===== config.mk =====
export PLATFORM = sky130hd
export DESIGN_NAME = fetch_stage
export DESIGN_NICKNAME = d
export VERILOG_FILES = /design/src/rtl/fetch_stage.sv
export SDC_FILE = /design/constraint.sdc
export NUM_CORES = 1
export LEC_CHECK = 0
export BUFFER_PORTS_ARGS = -buffer_cell sky130_fd_sc_hd__buf_2
export CAP_MARGIN = 20
export CORE_MARGIN = 1
export CORE_UTILIZATION = 25
export DETAILED_ROUTE_END_ITERATION = 16
export PLACE_DENSITY = 0.47
export SLEW_MARGIN = 20
export SYNTH_ARGS = -nofsm -noshare
export SYNTH_HDL_FRONTEND = slang
export SYNTH_SLANG_ARGS = --single-unit

===== constraint.sdc =====
create_clock -name clk -period 4.4 [get_ports clk]
set_clock_uncertainty 0.2 [all_clocks]
set_input_delay 0.44 -clock clk [delete_from_list [all_inputs] [get_ports clk]]
set_output_delay 0.44 -clock clk [all_outputs]
set_load 0.01 [all_outputs]

===== src/rtl/fetch_stage.sv =====
// Instruction-fetch stage and IF/ID pipeline register for the 16-bit WISC pipeline.
// Optional misaligned-redirect detection (adds port err) is enabled by defining FETCH_ALIGN_CHECK_EN.
module fetch_stage #(
    parameter logic [15:0] RESET_PC  = 16'h0000,
    parameter logic [15:0] NOP_INSTR = 16'h0800,
    parameter logic [4:0]  HALT_OP   = 5'b00000
) (
    input  logic        clk,
    input  logic        rst,
    input  logic        stall,
    input  logic        redirect,
    input  logic [15:0] redirect_pc,
    input  logic [15:0] imem_data,
    input  logic        imem_done,
    output logic [15:0] imem_addr,
    output logic        imem_rd,
    output logic [15:0] instr_out,
    output logic [15:0] pc_plus2_out,
    output logic        valid_out,
    output logic        halted
`ifdef FETCH_ALIGN_CHECK_EN
    ,
    output logic        err
`endif
);

    typedef enum logic [1:0] {
        ST_FETCH = 2'd0,
        ST_WAIT  = 2'd1,
        ST_HALT  = 2'd2
    } state_e;

    state_e      state_q;
    logic [15:0] pc_q;
    logic [15:0] instr_q;
    logic [15:0] pc_plus2_q;
    logic        valid_q;
    logic        halted_q;

    logic [15:0] pc_inc;
    logic        is_halt_op;
    logic        redirect_bad;

    assign pc_inc     = pc_q + 16'd2;
    assign is_halt_op = (imem_data[15:11] == HALT_OP);

`ifdef FETCH_ALIGN_CHECK_EN
    logic err_q;
    assign redirect_bad = redirect_pc[0];
    assign err          = err_q;
`else
    assign redirect_bad = 1'b0;
`endif

    // The request is suppressed during reset so memory never sees a stale-PC read.
    assign imem_addr    = pc_q;
    assign imem_rd      = !rst && (state_q != ST_HALT);
    assign instr_out    = instr_q;
    assign pc_plus2_out = pc_plus2_q;
    assign valid_out    = valid_q;
    assign halted       = halted_q;

    always_ff @(posedge clk) begin
        if (rst) begin
            state_q    <= ST_FETCH;
            pc_q       <= RESET_PC;
            instr_q    <= NOP_INSTR;
            pc_plus2_q <= 16'h0000;
            valid_q    <= 1'b0;
            halted_q   <= 1'b0;
`ifdef FETCH_ALIGN_CHECK_EN
            err_q      <= 1'b0;
`endif
        end else if (redirect) begin
            // A redirect always wins, even out of HALT: that HALT was younger than the redirecting instruction.
            pc_q       <= redirect_pc;
            instr_q    <= NOP_INSTR;
            pc_plus2_q <= 16'h0000;
            valid_q    <= 1'b0;
            if (redirect_bad) begin
                state_q  <= ST_HALT;
                halted_q <= 1'b1;
`ifdef FETCH_ALIGN_CHECK_EN
                err_q    <= 1'b1;
`endif
            end else begin
                state_q  <= ST_FETCH;
                halted_q <= 1'b0;
            end
        end else if (stall) begin
            // Returned data is dropped; reads are idempotent so the same PC is simply asked for again.
            if (state_q != ST_HALT) begin
                state_q <= ST_WAIT;
            end
        end else if (state_q == ST_HALT) begin
            instr_q <= NOP_INSTR;
            valid_q <= 1'b0;
        end else if (imem_done) begin
            instr_q    <= imem_data;
            pc_plus2_q <= pc_inc;
            valid_q    <= 1'b1;
            if (is_halt_op) begin
                state_q  <= ST_HALT;
                halted_q <= 1'b1;
            end else begin
                pc_q    <= pc_inc;
                state_q <= ST_FETCH;
            end
        end else begin
            instr_q <= NOP_INSTR;
            valid_q <= 1'b0;
            state_q <= ST_WAIT;
        end
    end

endmodule


==> results of run 1 <==
==> synth_stat cells (all sizes together) <==
master | instances | area (um^2)
o31a | 1 | 8.76
nor4 | 4 | 31.3
or2 | 1 | 6.26
a2111oi | 5 | 43.8
nand3 | 7 | 47.6
nor2 | 38 | 143
o31ai | 1 | 7.51
dfxtp | 52 | 1040
nand2 | 5 | 18.8
a31oi | 2 | 12.5
a311oi | 6 | 52.6
and3 | 3 | 21.3
a211o | 1 | 8.76
a21oi | 10 | 50.1
and4 | 7 | 61.3
nand2b | 1 | 13.8
a21o | 1 | 7.51
clkbuf | 15 | 56.3
xnor2 | 9 | 78.8
a21boi | 1 | 7.51
or4 | 1 | 11.3
nand4 | 2 | 12.5
ha | 1 | 12.5
a221oi | 2 | 17.5
inv | 11 | 41.3
xor2 | 4 | 35.0
a211oi | 14 | 110
a22oi | 15 | 113
or3 | 4 | 26.3
buf | 5 | 26.3
nor2b | 3 | 18.8
o21ai | 15 | 75.1
mux2i | 3 | 30.0
nor3 | 6 | 30.0
==> how the worst min path moves through the flow <==
| stage | cells after the start | endpoint | slack [ns] |
|---|---|---|---|
| after floorplan | 2 | imem_addr[0]$_SDFFE_PP0P_ | 0.28 |
| after global placement | 2 | halted$_SDFFE_PP0P_ | 0.26 |
| after detailed placement | 2 | halted$_SDFFE_PP0P_ | 0.26 |
| after CTS | 3 | instr_out[2]$_SDFFE_PP0N_ | 0.15 |
| after global routing | 3 | instr_out[9]$_SDFFE_PP0N_ | 0.16 |
| final | 3 | instr_out[2]$_SDFFE_PP0N_ | 0.16 |
==> report_power, final <==
part / internal [mW] / switching [mW] / total, mW
combinational: 0.0498 / 0.0688 / 0.119
clock: 0.186 / 0.167 / 0.353
sequential: 0.489 / 0.0220 / 0.511
total: 0.725 / 0.258 / 0.983
==> sequential cells by signal, indices dropped and copies added, names as in the netlist <==
register and flops:
halted 1, imem_addr 16, instr_out 16, pc_plus2_out 16
state_q 2, valid_out 1
==> stage by stage <==
step | std cells | utilization | power [mW]
2_1_floorplan | 256 | - | 0.589
3_3_place_gp | 431 | 0.316 | 0.641
3_5_place_dp | 431 | 0.316 | 0.642
4_1_cts | 439 | 0.330 | 0.997
5_1_grt | 439 | 0.330 | 1.03
6_report | 439 | 0.330 | 0.983
==> cell type report <==
| cell class | instances | share of cell area |
|---|---|---|
| Sequential cell | 52 | 0.360 |
| Multi-Input combinational cell | 173 | 0.387 |
| Tap cell | 108 | 0.0467 |
| Clock buffer | 6 | 0.0285 |
| Inverter | 11 | 0.0143 |
| Clock inverter | 2 | 0.0134 |
| Timing Repair Buffer | 87 | 0.150 |
==> critical path, stage by stage <==
cell                        delay [ns]
sky130_fd_sc_hd__buf_2            0.22
sky130_fd_sc_hd__nand2b_4         0.22
sky130_fd_sc_hd__a211oi_2         0.89
sky130_fd_sc_hd__a211oi_1         0.15
sky130_fd_sc_hd__a2111oi_0        0.41
==> per-layer routing <==
layer | vias to the layer above | wire length (um) | part of all wire | GRT usage
met1 | 1021 | 3120 | 0.49 | 0.173
li1 | 1085 | - | - | -
met5 | - | 0 | 0 | 0
met3 | 5 | 336 | 0.053 | 0.0295
met2 | 59 | 2790 | 0.44 | 0.205
met4 | 0 | 78 | 0.012 | 0.0373
==> cells by family after synthesis <==
logic type / count (synthesis) / synth area share
adder cells (fa/ha/maj): 1 / 0.00549
AND/OR/NAND/NOR: 82 / 0.194
XOR/XNOR: 13 / 0.0500
buffers and inverters: 31 / 0.0544
AO/OA/AOI/OAI: 74 / 0.226
multiplexers: 3 / 0.0132
flip-flops: 52 / 0.457
==> placed cells by master (no fill, tap or decap), types with 2 or more instances in the layout <==
cell                         n
sky130_fd_sc_hd__xnor2_1     9
sky130_fd_sc_hd__inv_1      11
sky130_fd_sc_hd__nand3_1     6
sky130_fd_sc_hd__a211oi_1   13
sky130_fd_sc_hd__xor2_1      4
sky130_fd_sc_hd__a221oi_1    2
sky130_fd_sc_hd__nor2_1     37
sky130_fd_sc_hd__a311oi_1    6
sky130_fd_sc_hd__nor4_1      3
sky130_fd_sc_hd__a22oi_1    15
sky130_fd_sc_hd__dfxtp_1    52
sky130_fd_sc_hd__nor2b_1     3
sky130_fd_sc_hd__and3_2      2
sky130_fd_sc_hd__nand2_1     5
sky130_fd_sc_hd__a2111oi_0   5
sky130_fd_sc_hd__o21ai_0    15
sky130_fd_sc_hd__nand4_1     2
sky130_fd_sc_hd__nor3_1      6
sky130_fd_sc_hd__clkbuf_8    6
sky130_fd_sc_hd__a31oi_1     2
sky130_fd_sc_hd__or3_1       3
sky130_fd_sc_hd__buf_2      87
sky130_fd_sc_hd__a21oi_1    10
sky130_fd_sc_hd__and4_1      7
sky130_fd_sc_hd__mux2i_1     3
==> flow_summary.toml, run 1 <==
[critical_path]
crit_path_start_kind = "input pin"
startpoint = "stall"
worst_flop_to_flop_path_startpoint = "imem_addr[1]$_SDFFE_PP0P_"
critical_path.endpoint_type = "flop"
cp-endpoint = "imem_addr[10]$_SDFFE_PP0P_"
worst-path-max-fanout = 19
setup.worst_path.class = "input pin to flop"
data_arrival_at_the_endpoint_of_the_critical_path_ns = 2.34
regToRegEndpoint = "imem_addr[13]$_SDFFE_PP0P_"
setup_slack_on_the_worst_flop_to_flop_path_ns = 2.09
critical_path_required_ns = 4.38
worst-r2r-cell-count = 5

[power]
power.ir.vdd_worst_mv = 0.131
leakagePower_nw = 1.21
pwr_density_cell_nw_per_um2 = 340

[sta]
timing.setup.tns_ns = 0
hold-worst-slack_ns = 0.160
worst-slew-pin-transition_ns = 1.09
slew_headroom = 0.274
timing.final.ws_setup_ns = 2.04
hold_violations = 0
final.min_clock_period_ns = 2.36
maxClockFrequency_mhz = 423
period_share = 0.537
rsz0062_at_grt = "false"
finalMaxSlewViolations = 0
setup_viol = 0

[placement]
post_dp_cell_area_um2 = 2770
globalplace.congestion = 0.732
post-place-ws_ns = 1.69
buffer_ports.inserted = 87
detailed_placer_s_ending_hpwl_um = 4540

[final_layout]
nNetsFinal = 368
layout.filler_cells = 967
area_growth_syn_to_layout_pct = 27.1
final_layout_size_suffix_gt1_frac = 0.317
antenna_cells = 0
total_area_of_multi_input_combinational_cells_um2 = 1120
area.sequential_um2 = 1040
final_design_area_no_fill_um2 = 2890

[clock_network]
cts-root-to-sink-buffers = 2
cts_hold_buf = 0
clock_sinks = 52
tritoncts_clock_tree = "yes"
htreeDepth = 2
postCtsResizedCells = 0
cts_root_buf = "sky130_fd_sc_hd__clkbuf_8"
clock_edge_transition_at_the_registers_on_the_reported_setup_and_hold_paths_ns = 0.10
insertion_delay_ns = 0.30
cts.repair_timing.setup_buffer_count = 0
cts_inserted_buffers = 5

[yosys]
netlist_instances = 256
postSynthRegisterBits = 52
postSynthNetCount = 294
synth-seq-area-share = 0.457
synth_area_um2 = 2280
yosysWarnings = 0
post_synth_num_cell_types = 41
post_synth.cell_area_avg_um2 = 8.90

[die]
floorplan.initialDensity = 0.260
core_area_um2 = 8760
die_height_um = 97.4
area_enclosed_by_the_die_boundary_um2 = 9490
fp.dieW_um = 97.4
fp-row-count = 34
ios = 88

[outcome]
status = "completed"

[grt]
track_usage = 0.129
grt.overflow.total = 0
first_global_vias = 1940
grt_max_degree = 47
number_of_antenna_violations_at_the_first_check_in_global_routing = 0
global_route_wire_length_before_repair_um = 9870

[run]
timing.max_cap.violations = 0

[detailed_routing]
drc_errors = 0
detailroute.via_count = 2170
ant_nets = 0
iteration_count_of_the_initial_detailed_routing_pass = 4
first_iter_violations = 52
drt-total-wl_um = 6320
drt-vias-per-instance = 4.94
route.detailed.wl_per_inst_um = 14.4

[min_path]
worstHoldPathType = "input pin to flop"
hold_start = "imem_data[2]"
(Power assumes the default switching activity.)
==> run 2, diff against run 1 <==
- clock period: 4.4 -> 2.3 ns (I/O delays scaled with it)
==> flow_summary.toml, run 2 (synthesis gave the netlist of run 1 again) <==
[die]
area_enclosed_by_the_die_boundary_um2 = 9490
core_area_um2 = 8760
die_height_um = 97.4
ios = 88
fp.dieW_um = 97.4
floorplan.initialDensity = 0.260
fp-row-count = 34

[critical_path]
worstPathCellList = "ha_1, nand3_1, or4_4, or3_1, a311oi_1"
slowest_stage = "sky130_fd_sc_hd__or4_4"
worst-r2r-cell-count = 5
setup_slack_on_the_worst_flop_to_flop_path_ns = 0.17
data_arrival_at_the_endpoint_of_the_critical_path_ns = 2.16
critical_path_required_ns = 2.33
worst_flop_to_flop_path_startpoint = "imem_addr[1]$_SDFFE_PP0P_"
worst-path-max-fanout = 5
regToRegEndpoint = "imem_addr[13]$_SDFFE_PP0P_"
max_stage_delay_ns = 0.48
crit_path_start_kind = "flop"
startpoint = "imem_addr[1]$_SDFFE_PP0P_"
setup.worst_path.class = "flop to flop"
cp-endpoint = "imem_addr[13]$_SDFFE_PP0P_"
critical_path.endpoint_type = "flop"

[clock_network]
cts-root-to-sink-buffers = 2
htreeDepth = 2
cts.repair_timing.setup_buffer_count = 0
clock_edge_transition_at_the_registers_on_the_reported_setup_and_hold_paths_ns = 0.10
tritoncts_clock_tree = "yes"
clock_sinks = 52
cts_root_buf = "sky130_fd_sc_hd__clkbuf_8"
insertion_delay_ns = 0.31
cts_inserted_buffers = 5

[final_layout]
area_growth_syn_to_layout_pct = 43.7
commonest_cells_after_routing_fill_and_taps_aside = "sky130_fd_sc_hd__buf_2, sky130_fd_sc_hd__dfxtp_1, sky130_fd_sc_hd__nor2_1"
total_area_of_multi_input_combinational_cells_um2 = 1140
layout.filler_cells = 941
antenna_cells = 0
nNetsFinal = 410
area.sequential_um2 = 1040
final_layout_size_suffix_gt1_frac = 0.314
stdcell_count = 481
final_common_cell = "sky130_fd_sc_hd__buf_2"

[min_path]
worstHoldPathType = "input pin to flop"

[grt]
track_usage = 0.141
first_global_vias = 2089
number_of_antenna_violations_at_the_first_check_in_global_routing = 0
grt_max_degree = 47
global_route_wire_length_before_repair_um = 10800
grt.overflow.total = 0

[placement]
globalplace.congestion = 0.698
detailed_placer_s_ending_hpwl_um = 4670
dp_cells = 441
buffer_ports.inserted = 87

[sta]
slew_headroom = 0.297
finalMaxSlewViolations = 0
setup_viol = 0
rsz0062_at_grt = "false"
maxClockFrequency_mhz = 469
timing.setup.tns_ns = 0
final.min_clock_period_ns = 2.13
worst-slew-pin-transition_ns = 1.05
hold_violations = 0
period_share = 0.927

[power]
leakagePower_nw = 1.38
pwr_density_cell_nw_per_um2 = 556
report.power.total_mw = 1.82
power.ir.vdd_worst_mv = 0.232

[detailed_routing]
drt-vias-per-instance = 4.74
ant_nets = 0
route.detailed.wl_per_inst_um = 14.1
detailroute.via_count = 2282
drt-total-wl_um = 6790
first_iter_violations = 69
iteration_count_of_the_initial_detailed_routing_pass = 4
drc_errors = 0

[outcome]
status = "completed"

[run]
timing.max_cap.violations = 0
## run 2: changes by cell type in the layout (fill, tap and decap cells not counted)
cell	before	now
sky130_fd_sc_hd__clkinvlp_4	0	1
sky130_fd_sc_hd__a211oi_4	0	1
sky130_fd_sc_hd__nor3_2	0	1
sky130_fd_sc_hd__dlygate4sd3_1	0	31
sky130_fd_sc_hd__clkbuf_8	6	5
sky130_fd_sc_hd__a211oi_2	1	0
sky130_fd_sc_hd__inv_8	0	1
sky130_fd_sc_hd__buf_4	0	10
sky130_fd_sc_hd__bufinv_16	1	0
sky130_fd_sc_hd__nor2_2	0	1
sky130_fd_sc_hd__nor3_1	6	5
## run 2: how the worst min path moves through the flow
stage | cells after the start | startpoint | end
finish | 2 | rst | imem_addr[13]$_SDFFE_PP0P_
global route | 2 | rst | imem_addr[13]$_SDFFE_PP0P_
global placement | 3 | imem_data[5] | instr_out[5]$_SDFFE_PP0N_
CTS | 2 | rst | imem_addr[13]$_SDFFE_PP0P_
detailed placement | 3 | imem_data[0] | instr_out[0]$_SDFFE_PP0N_
floorplan | 2 | imem_data[0] | instr_out[0]$_SDFFE_PP0N_
## run 2: routing by layer
metal	GRT usage	wire, um	vias up
li1	-	-	1166
met1	0.203	3340	1033
met2	0.211	2970	75
met3	0.0259	387	8
met4	0.0486	92	0
met5	0	0	-
## run 2: cell type report
cell class,count,share of cell area
Timing Repair Buffer,128,0.251
Clock inverter,3,0.00841
Tap cell,108,0.0413
Multi-Input combinational cell,174,0.348
Sequential cell,52,0.318
Clock buffer,5,0.0210
Inverter,11,0.0126
## run 2: repair_timing
action	4_1_cts	5_1_grt
hold buffers	31	0
setup endpoints to repair	0	2
resized for setup	0	1
endpoints found under the hold margin	30	0
## run 2: worst max-delay path, delay by kind of cell (launching register included)
kind | cells | cell delay (ns)
and+or+nand+nor | 3 | 1.01
DFF | 1 | 0.35
adders and majority gates | 1 | 0.25
AOI/OAI and AO/OA | 1 | 0.24
## run 2: power by group
| group | switching (mW) | internal (mW) | leakage, nW |
|---|---|---|---|
| combinational | 0.147 | 0.140 | 0.908 |
| sequential | 0.0386 | 0.935 | 0.425 |
| clock | 0.336 | 0.224 | 0.0463 |
| total | 0.521 | 1.30 | 1.38 |
## run 2: stage by stage
stage / setup WS (ns) / instance area [um^2] / utilization / hold slack, ns
global route: 0.0226 / 3270 / 0.374 / 0.0116
floorplan: 0.191 / 2280 / - / 0.174
detailed placement: 0.0473 / 2850 / 0.325 / 0.271
CTS: 0.123 / 3250 / 0.371 / 0.00194
finish: 0.167 / 3270 / 0.374 / 0.00708
global placement: 0.112 / 2850 / 0.325 / 0.263
